## src/rtl/cart_sram_mapper.sv

```systemverilog
// -----------------------------------------------------------------------------
// cart_sram_mapper
//
// MSX cartridge bank mapper with battery-backed SRAM paging. Sits between the
// slot decoder and the cart storage. 0x4000-0xBFFF is split into
// 2**(15-WINDOW_BITS) switchable windows. Each window's bank register selects
// either a ROM bank or a 4 KB SRAM page. A dirty tracker raises save_req after
// SAVE_IDLE quiet cycles following an SRAM write, and holds it until save_ack.
//
// Optional build macro: MAPPER_REG_READBACK_EN
//   defined     - a read of the first byte of a window's register area
//                 returns that window's bank register (registered, one cycle
//                 latency) and suppresses mem_oe/sram_oe for that access.
//   not defined - d_oe/d_to_cpu are tied low; register-area reads map normally.
//
// Ports:
//   clk, reset_n    clock, asynchronous active-low reset
//   addr            CPU address
//   d_from_cpu      CPU write data
//   wr, rd          CPU write / read strobes
//   cs              slot select for 0x4000-0xBFFF
//   mem_addr        ROM byte address        mem_oe     ROM read enable
//   sram_addr       SRAM byte address       sram_oe    SRAM selected
//   sram_we         SRAM write enable
//   d_to_cpu, d_oe  register readback data / drive enable
//   sram_dirty      SRAM modified since the last completed save
//   save_req        save request            save_ack   save complete pulse
// -----------------------------------------------------------------------------
module cart_sram_mapper #(
  parameter int         WINDOW_BITS    = 13,
  parameter int         BANK_W         = 6,
  parameter int         SRAM_SEL_BIT   = 4,
  parameter int         SRAM_PAGE_BITS = 1,
  parameter logic [3:0] SRAM_WR_MASK   = 4'b1000,
  parameter bit         FIXED_WIN0     = 1'b1,
  parameter int         SAVE_IDLE      = 50000
) (
  input  logic                        clk,
  input  logic                        reset_n,
  input  logic [15:0]                 addr,
  input  logic [7:0]                  d_from_cpu,
  input  logic                        wr,
  input  logic                        rd,
  input  logic                        cs,
  output logic [24:0]                 mem_addr,
  output logic                        mem_oe,
  output logic [SRAM_PAGE_BITS+11:0]  sram_addr,
  output logic                        sram_oe,
  output logic                        sram_we,
  output logic [7:0]                  d_to_cpu,
  output logic                        d_oe,
  output logic                        sram_dirty,
  output logic                        save_req,
  input  logic                        save_ack
);

  localparam int WIDX_W   = 15 - WINDOW_BITS;          // window index width
  localparam int NUM_WIN  = 1 << WIDX_W;
  localparam int SEL_W    = 16 - WINDOW_BITS;          // width of addr[15:WINDOW_BITS]
  localparam logic [SEL_W-1:0] WIN_BASE = SEL_W'(16'h4000 >> WINDOW_BITS);
  localparam int PAGE_LSB = SRAM_SEL_BIT + 1;
  localparam int PAGE_MSB = SRAM_SEL_BIT + SRAM_PAGE_BITS;
  localparam logic [BANK_W-1:0] LOW_MASK = BANK_W'((1 << SRAM_SEL_BIT) - 1);
  localparam int TIMER_W  = $clog2(SAVE_IDLE) + 1;
  localparam logic [TIMER_W-1:0] TIMER_LAST = TIMER_W'(SAVE_IDLE - 1);
  localparam logic [TIMER_W-1:0] TIMER_MAX  = {TIMER_W{1'b1}};

  typedef enum logic [1:0] {
    ST_IDLE  = 2'd0,
    ST_DIRTY = 2'd1,
    ST_REQ   = 2'd2
  } save_state_t;

  logic [BANK_W-1:0]  bank_r [NUM_WIN];
  logic [SEL_W-1:0]   win_raw_s;
  logic [WIDX_W-1:0]  w_s;
  logic               in_range_s;
  logic               access_s;
  logic               reg_area_s;
  logic [BANK_W-1:0]  cur_bank_s;
  logic               sel_s;
  logic [BANK_W-1:0]  rom_bank_s;
  logic               reg_wr_s;
  logic               win_locked_s;
  logic               rb_hit_s;
  logic               sram_we_s;

  save_state_t        state_r;
  logic [TIMER_W-1:0] timer_r;
  logic               pend_r;
  logic               dirty_r;
  logic               save_req_r;

  // Address decode: window index, register area and current bank.
  assign win_raw_s  = addr[15:WINDOW_BITS] - WIN_BASE;
  assign w_s        = win_raw_s[WIDX_W-1:0];
  assign in_range_s = (addr[15:14] == 2'b01) || (addr[15:14] == 2'b10);
  assign access_s   = cs & in_range_s;
  assign reg_area_s = (addr[WINDOW_BITS-1:12] == '0);
  assign cur_bank_s = bank_r[w_s];
  assign sel_s      = cur_bank_s[SRAM_SEL_BIT];

  // ROM bank number: bank register with the SRAM select and page bits squeezed
  // out, so the bits above them close the gap.
  assign rom_bank_s = (cur_bank_s & LOW_MASK) |
                      BANK_W'((cur_bank_s >> (PAGE_MSB + 1)) << SRAM_SEL_BIT);

  assign reg_wr_s     = access_s & wr & reg_area_s;
  assign win_locked_s = FIXED_WIN0 && (w_s == '0);

  // Combinational mapping onto ROM/SRAM from the current bank registers.
  always_comb begin
    mem_oe    = 1'b0;
    sram_oe   = 1'b0;
    sram_we_s = 1'b0;
    mem_addr  = 25'd0;
    sram_addr = '0;
    if (access_s && !rb_hit_s) begin
      mem_oe    = ~sel_s;
      sram_oe   = sel_s;
      sram_we_s = wr & sel_s & SRAM_WR_MASK[w_s] & ~reg_area_s;
      mem_addr  = 25'({rom_bank_s, addr[WINDOW_BITS-1:0]});
      // The 4 KB SRAM page repeats across the whole window.
      sram_addr = {cur_bank_s[PAGE_MSB:PAGE_LSB], addr[11:0]};
    end else begin
      mem_oe    = 1'b0;
      sram_oe   = 1'b0;
    end
  end

  assign sram_we = sram_we_s;

  // Bank registers: window i resets to bank i; window 0 may be locked.
  always_ff @(posedge clk or negedge reset_n) begin
    if (!reset_n) begin
      for (int i = 0; i < NUM_WIN; i++) begin
        bank_r[i] <= BANK_W'(i);
      end
    end else if (reg_wr_s && !win_locked_s) begin
      bank_r[w_s] <= d_from_cpu[BANK_W-1:0];
    end
  end

  // Save handshake: dirty tracking, idle timer and request/acknowledge.
  always_ff @(posedge clk or negedge reset_n) begin
    if (!reset_n) begin
      state_r    <= ST_IDLE;
      timer_r    <= '0;
      pend_r     <= 1'b0;
      dirty_r    <= 1'b0;
      save_req_r <= 1'b0;
    end else begin
      case (state_r)
        ST_IDLE: begin
          if (sram_we_s) begin
            state_r <= ST_DIRTY;
            dirty_r <= 1'b1;
            timer_r <= '0;
          end
        end
        ST_DIRTY: begin
          if (sram_we_s) begin
            timer_r <= '0;
          end else if (timer_r == TIMER_LAST) begin
            state_r    <= ST_REQ;
            save_req_r <= 1'b1;
          end else if (timer_r != TIMER_MAX) begin
            timer_r <= timer_r + TIMER_W'(1);
          end
        end
        ST_REQ: begin
          if (save_ack) begin
            save_req_r <= 1'b0;
            pend_r     <= 1'b0;
            // A write that landed while the save was in flight is not in the
            // saved image, so start a fresh idle period instead of clearing.
            if (pend_r || sram_we_s) begin
              state_r <= ST_DIRTY;
              timer_r <= '0;
            end else begin
              state_r <= ST_IDLE;
              dirty_r <= 1'b0;
            end
          end else if (sram_we_s) begin
            pend_r <= 1'b1;
          end
        end
        default: begin
          state_r    <= ST_IDLE;
          timer_r    <= '0;
          pend_r     <= 1'b0;
          dirty_r    <= 1'b0;
          save_req_r <= 1'b0;
        end
      endcase
    end
  end

  assign sram_dirty = dirty_r;
  assign save_req   = save_req_r;

`ifdef MAPPER_REG_READBACK_EN
  logic       d_oe_r;
  logic [7:0] d_to_cpu_r;

  assign rb_hit_s = access_s & rd & reg_area_s & (addr[11:0] == 12'h000);

  // Registered bank readback, refreshed every cycle while rd is held.
  always_ff @(posedge clk or negedge reset_n) begin
    if (!reset_n) begin
      d_oe_r     <= 1'b0;
      d_to_cpu_r <= 8'h00;
    end else if (rb_hit_s) begin
      d_oe_r     <= 1'b1;
      d_to_cpu_r <= 8'(cur_bank_s);
    end else begin
      d_oe_r     <= 1'b0;
      d_to_cpu_r <= 8'h00;
    end
  end

  assign d_oe     = d_oe_r;
  assign d_to_cpu = d_to_cpu_r;
`else
  assign rb_hit_s = 1'b0;
  assign d_oe     = 1'b0;
  assign d_to_cpu = 8'h00;
`endif

endmodule

```

## config.mk

```make
export PLATFORM = sky130hd
export DESIGN_NAME = cart_sram_mapper
export DESIGN_NICKNAME = d
export VERILOG_FILES = /design/src/rtl/cart_sram_mapper.sv
export SDC_FILE = /design/constraint.sdc
export NUM_CORES = 1
export LEC_CHECK = 0
export BUFFER_PORTS_ARGS = -buffer_cell sky130_fd_sc_hd__buf_4
export CAP_MARGIN = 20
export CORE_UTILIZATION = 45
export CTS_CLUSTER_SIZE = 10
export DETAILED_ROUTE_END_ITERATION = 6
export PLACE_DENSITY = 0.68
export SKIP_LAST_GASP = 1
export SYNTH_ARGS = -nofsm -noshare
export SYNTH_HDL_FRONTEND = slang
export SYNTH_SLANG_ARGS = --single-unit
```

## constraint.sdc

```tcl
create_clock -name clk -period 6.75 [get_ports clk]
set_input_delay 1.6875 -clock clk [delete_from_list [all_inputs] [get_ports clk]]
set_output_delay 1.6875 -clock clk [all_outputs]
set_load 0.01 [all_outputs]
```

# After elaboration in Yosys (flattened, before gate mapping)
# Index checks and enable logic that the tools add are counted.
dict set report word_totals {
  elab_cells 90
  in_bits 30
  reg_bits 46
  output_inout_bits 52
}
dict set report classes {
  magnitude_cmp 3
  n_eq_ne 15
  reduce_logical 13
  n_addsub 2
  mux 36
  bitwise 12
}
# cell n
set op_table {}
lappend op_table {{17-bit 2-to-1 mux} 7}
lappend op_table {{17-bit case mux with 3 select lines} 1}
lappend op_table {{24-bit bitwise mux} 1}
lappend op_table {{6-bit 2-to-1 mux} 3}
lappend op_table {{17-bit by 1-bit adder with 17-bit output (second input constant)} 1}
lappend op_table {{17-bit by 16-bit equality test with 1-bit output (second input constant)} 1}
lappend op_table {{17-bit != test (second input constant)} 1}
lappend op_table {{13-bit 2-to-1 mux} 1}
lappend op_table {{6-bit binary-select mux with 2-bit select} 1}
lappend op_table {{6-bit demux with 2-bit select} 1}
lappend op_table {{1-bit 2-to-1 mux} 12}
lappend op_table {{2-bit != test (second input constant)} 6}
lappend op_table {{4-bit AND reduction} 3}
lappend op_table {{3-bit != test (second input constant)} 3}
lappend op_table {{2-bit 2-to-1 mux} 4}
lappend op_table {{1-bit bitwise AND} 6}
lappend op_table {{1-bit case mux with 3 select lines} 2}
lappend op_table {{2-bit case mux with 3 select lines} 1}
lappend op_table {{1-bit NOT} 5}
lappend op_table {{5-bit AND reduction} 1}
lappend op_table {{2-bit by 1-bit equality test with 1-bit output (second input constant)} 2}
lappend op_table {{2-bit equality test (second input constant)} 2}
lappend op_table {{2-bit zero test} 2}
lappend op_table {{3-bit >= comparator (second input constant)} 1}
lappend op_table {{other kinds (11)} 13}

# Logic depth before layout (Yosys ltp)
dict set report depth {
  depth_word 13
  ltp_mapped 11
}

# Worst setup path before layout
# Ideal clock, no wire load.
dict set report synth_path {
  kind {input -> output}
  start {input port addr[14]}
  end {output port sram_addr[10]}
  arrival_time_ps 2859
  stages 6
  setup_slack_ps 2204
  t_required_ps 5062
  n_path_buf 4
  path_cell_list {buf_2 > xor2_1 > clkbuf_1 > clkbuf_1 > and3_1 > buf_4}
}
dict set report synth_via {
  elab_chain_len 4
  elab_cells_between_ends 5
  cone_classes {eq/ne: 2; mux: 1; bitwise: 1; reduce/logical: 1}
}
# item line
set synth_rtl {}
lappend synth_rtl {{from (decl)} 40} ;# input logic [15:0] addr,
lappend synth_rtl {{2-bit by 1-bit equality test with 1-bit output / 2-bit equality test (equally long branches)} 97} ;# assign in_range_s = (addr[15:14] == 2'b01) || (addr[15:14] == 2'b10);
lappend synth_rtl {{1-bit logical OR (*)} 97}
lappend synth_rtl {{1-bit bitwise AND (*)} 98} ;# assign access_s = cs & in_range_s;
lappend synth_rtl {{13-bit 2-to-1 mux (*)} 118} ;# if (access_s && !rb_hit_s) begin
lappend synth_rtl {{to (decl)} 47} ;# output logic [SRAM_PAGE_BITS+11:0] sram_addr,
# Every way passes the cells marked *; elsewhere a longest branch is shown, timed or not.

# Worst setup path in the final report
dict set report layout_path {
  start {input port addr[13]}
  end {output port sram_oe}
}
dict set report layout_via {
  elab_chain_len 6
}
# item line
set layout_rtl {}
lappend layout_rtl {{2-bit subtractor} 95} ;# assign win_raw_s = addr[15:WINDOW_BITS] - WIN_BASE;
lappend layout_rtl {{2-bit NOT with 3-bit output (not written as such)} 100} ;# assign cur_bank_s = bank_r[w_s];
lappend layout_rtl {{6-bit binary-select mux with 2-bit select} 100}
lappend layout_rtl {{6-bit 2-to-1 mux (not written as such) (2 in series)} 100}
lappend layout_rtl {{1-bit 2-to-1 mux} 118}
lappend layout_rtl {{to (decl)} 48} ;# output logic sram_oe,
# Every way passes these cells. The select of a mux whose other input is x is not followed.

==> metrics.yaml <==
worstPathBufferInverterCount: 2
cp.required_ns: 5.06
routed_wire_length_per_instance_um: 14.4
detail_route.iter0.violations: 154
asr_flop_ratio_synth_pct: 100
dp.final_hpwl_um: 3890
cp-end-kind: "primary output"
area_growth_pct: 14.3
antenna_found_initial: 0
detail_route.drc_violations: 0
number_of_buffers_between_clock_root_and_the_deepest_sink: 2
cts_hold_buffers: 0
grt_pass1_vias: 1976
crit_slowest_cell: "sky130_fd_sc_hd__mux4_2"
insertion_delay_ns: 0.30
count_of_maximum_capacitance_violations: 0
port_buffers: 61
final_tns_setup_ns: 0
wirelength_um: 5380
placementRows: 27
grt_first_pass_wirelength_um: 9180
final.setup.worst_slack_ns: 2.32
grt_use_met1_pct: 24.0
drt_first_pass_iters: 4
die_x_um: 79.2
power-per-cell-area_mw_per_mm2: 218
report.final.slew_viol_count: 0
dp_worst_setup_slack_ns: 1.80
timing_hold_violations_final: 0
run_status: "complete, no violations"
fp.dieArea_mm2: 0.00627
synth_cell_type_count: 45
final_nets: 332
clkTransAtPathRegs_ns: 0.09
synth_sequential_area_ratio_pct: 43.1
synth_edf_count: 0
setup-violations-final: 0
worst-endpoint-arrival_ns: 2.75
synth_top_flop_cell: "sky130_fd_sc_hd__dfrtp_1"
timing.clock.skew_ns: 0.0104
cts_setup_buffers: 0
tritoncts: "yes"
crit_start_category: "primary input"
number_of_inserted_filler_cells_in_the_final_layout: 499
worst_case_headroom_to_the_max_slew_limit_pct: 34.0
worst-slew-pin-transition_ns: 0.988
clock_sinks: 46
grtUsageMet2_pct: 32.1
die_h_um: 79.2
postSynthAreaPerCell_um2: 10.1
critPathTopFamily: "multiplexers"
post_drt_via_cell_ratio: 5.47
crit_chain: "buf_4 -> mux4_2 -> and3_1 -> buf_4"
grt.overflow.total: 0
cpMostUsedCell: "sky130_fd_sc_hd__buf_4"
cts-resized-gates: 0
finalWorstPathRequiredPeriod_ns: 4.43
postSynthRegisterBits: 46
critical_path_class: "primary input to primary output"
htree_levels: 2
track_usage_pct: 18.8
postSynthCellCount: 265
critPathMaxStageDelay_ns: 0.53
power.static_leakage_uw: 0.00150
antenna_cells: 0
hold_crit_path_type: "flop to flop"
drtAntennaViolNets: 0
io_pins: 82
maximum_number_of_pins_on_one_net_before_global_route_repair: 47
maxClockFrequency_mhz: 226
core_area_mm2: 0.00564
detailroute.via_count: 2039
dp.cells: 364
rsz0062_at_grt: "false"
drive_gt1_share_pct: 29.9
gp_congestion: 0.820
met3_usage_pct: 3.68
cts-buffers-inserted: 5
timing.critical_path.fanout_max: 10
synth-warning-count: 0
floorplan.initialDensity_pct: 47.5
vdd.ir_drop.worst_v: 0.000110
synth.cell_area_mm2: 0.00268
finalCritPeriodShare_pct: 65.7
instances_no_fill: 373
globalRoute.busiestLayer: "met2"
root_buffer_master: "sky130_fd_sc_hd__clkbuf_8"
## cell usage after synthesis, types with 2 or more instances
cell	n	share of area, %
sky130_fd_sc_hd__o21ai_0	3	0.56
sky130_fd_sc_hd__nand2_1	21	2.9
sky130_fd_sc_hd__dfstp_2	4	3.9
sky130_fd_sc_hd__a31oi_1	16	3.7
sky130_fd_sc_hd__clkbuf_1	15	2.1
sky130_fd_sc_hd__and3_1	22	5.1
sky130_fd_sc_hd__a31oi_2	2	0.93
sky130_fd_sc_hd__buf_2	3	0.56
sky130_fd_sc_hd__dfrtp_1	42	39
sky130_fd_sc_hd__and2_1	3	0.70
sky130_fd_sc_hd__a21oi_1	14	2.6
sky130_fd_sc_hd__nand3_1	9	1.7
sky130_fd_sc_hd__inv_1	8	1.1
sky130_fd_sc_hd__mux2_1	18	7.6
sky130_fd_sc_hd__o21ai_1	4	0.75
sky130_fd_sc_hd__nor2_1	9	1.3
sky130_fd_sc_hd__mux4_2	6	5.0
sky130_fd_sc_hd__a41oi_1	4	1.3
sky130_fd_sc_hd__mux2i_1	2	0.75
sky130_fd_sc_hd__nor3_1	3	0.56
sky130_fd_sc_hd__o32ai_1	2	0.65
sky130_fd_sc_hd__ha_1	2	0.93
sky130_fd_sc_hd__buf_6	3	1.3
sky130_fd_sc_hd__buf_4	29	8.1
## logic make-up (layout without fill, tap and decap cells)
family	Yosys count	after routing	synth area share, %
simple gates	78	78	16.1
buf+inv	59	79	13.3
compound gates	52	52	12.8
flops	46	46	43.1
mux	26	26	13.3
fa+ha+maj	2	2	0.933
other cells	1	17	0.140
xor+xnor	1	1	0.327
## worst paths after layout
kind | from | end | cells past startpoint | slack, ns
setup / recovery | addr[13] | sram_oe | 4 | 2.32
hold / removal | bank_r[22]$_DFFE_PN0P_ | bank_r[22]$_DFFE_PN0P_ | 0 | 0.38
setup reg to reg | timer_r[0]$_DFFE_PN0P_ | timer_r[11]$_DFFE_PN0P_ | 8 | 4.08
hold reg to reg | bank_r[22]$_DFFE_PN0P_ | bank_r[22]$_DFFE_PN0P_ | 0 | 0.38
max in group asynchronous | reset_n | timer_r[0]$_DFFE_PN0P_ | 1 | 4.98
min in group asynchronous | reset_n | bank_r[8]$_DFFE_PN0P_ | 1 | 1.36
## flip-flops by register name, summed over array words and instances (netlist names)
register and cells:
save_req 1, pend_r 1, timer_r 17, state_r 2, bank_r 24, sram_dirty 1
## where the power goes
part	total, uW	switching [uW]	internal (uW)	leakage (uW)
sequential	344	27.5	317	0.000602
clock	168	94.8	72.8	0.0000441
combinational	157	82.0	75.2	0.000854
total	669	204	464	0.00150
## placed cells by master, fill, tap and decap left out, types with 2 or more instances in the layout
cell / instances
sky130_fd_sc_hd__dfstp_2: 4
sky130_fd_sc_hd__dfrtp_1: 42
sky130_fd_sc_hd__nor3_1: 3
sky130_fd_sc_hd__mux4_2: 6
sky130_fd_sc_hd__nor2_1: 9
sky130_fd_sc_hd__and3_1: 22
sky130_fd_sc_hd__nand2_1: 21
sky130_fd_sc_hd__mux2i_1: 2
sky130_fd_sc_hd__inv_1: 8
sky130_fd_sc_hd__a31oi_2: 2
sky130_fd_sc_hd__a31oi_1: 16
sky130_fd_sc_hd__o32ai_1: 2
sky130_fd_sc_hd__conb_1: 17
sky130_fd_sc_hd__clkbuf_8: 5
sky130_fd_sc_hd__and2_1: 3
sky130_fd_sc_hd__o21ai_0: 3
sky130_fd_sc_hd__mux2_1: 18
sky130_fd_sc_hd__o21ai_1: 4
sky130_fd_sc_hd__a21oi_1: 14
sky130_fd_sc_hd__a41oi_1: 4
sky130_fd_sc_hd__ha_1: 2
sky130_fd_sc_hd__nand3_1: 9
sky130_fd_sc_hd__buf_4: 62
## through the flow
| step | power (uW) | utilization (%) | hold WS, ns | cell area, um^2 |
|---|---|---|---|---|
| detailed placement | 507 | 52.6 | 0.363 | 2970 |
| CTS | 676 | 54.2 | 0.384 | 3060 |
| global placement | 502 | 52.6 | 0.363 | 2970 |
| floorplan | 467 | - | 0.424 | 2740 |
| global route | 713 | 54.3 | 0.388 | 3070 |
| finish | 669 | 54.3 | 0.378 | 3070 |
## final cells by class
type | instances | area [um^2] | share of cell area, %
timing repair buffer | 62 | 465 | 15.2
clock inverter | 3 | 21.3 | 0.694
inverter | 9 | 33.8 | 1.10
clock buffer | 5 | 68.8 | 2.24
tap | 72 | 90.1 | 2.94
sequential | 46 | 1160 | 37.7
multi-input combinational | 176 | 1230 | 40.1
## layer usage
| layer | wire length (um) | share of wire, % |
|---|---|---|
| met5 | 0 | 0 |
| met4 | 55 | 1.0 |
| met3 | 363 | 6.7 |
| met2 | 2640 | 49 |
| met1 | 2320 | 43 |
No activity file was read; power rests on OpenSTA's default activity.
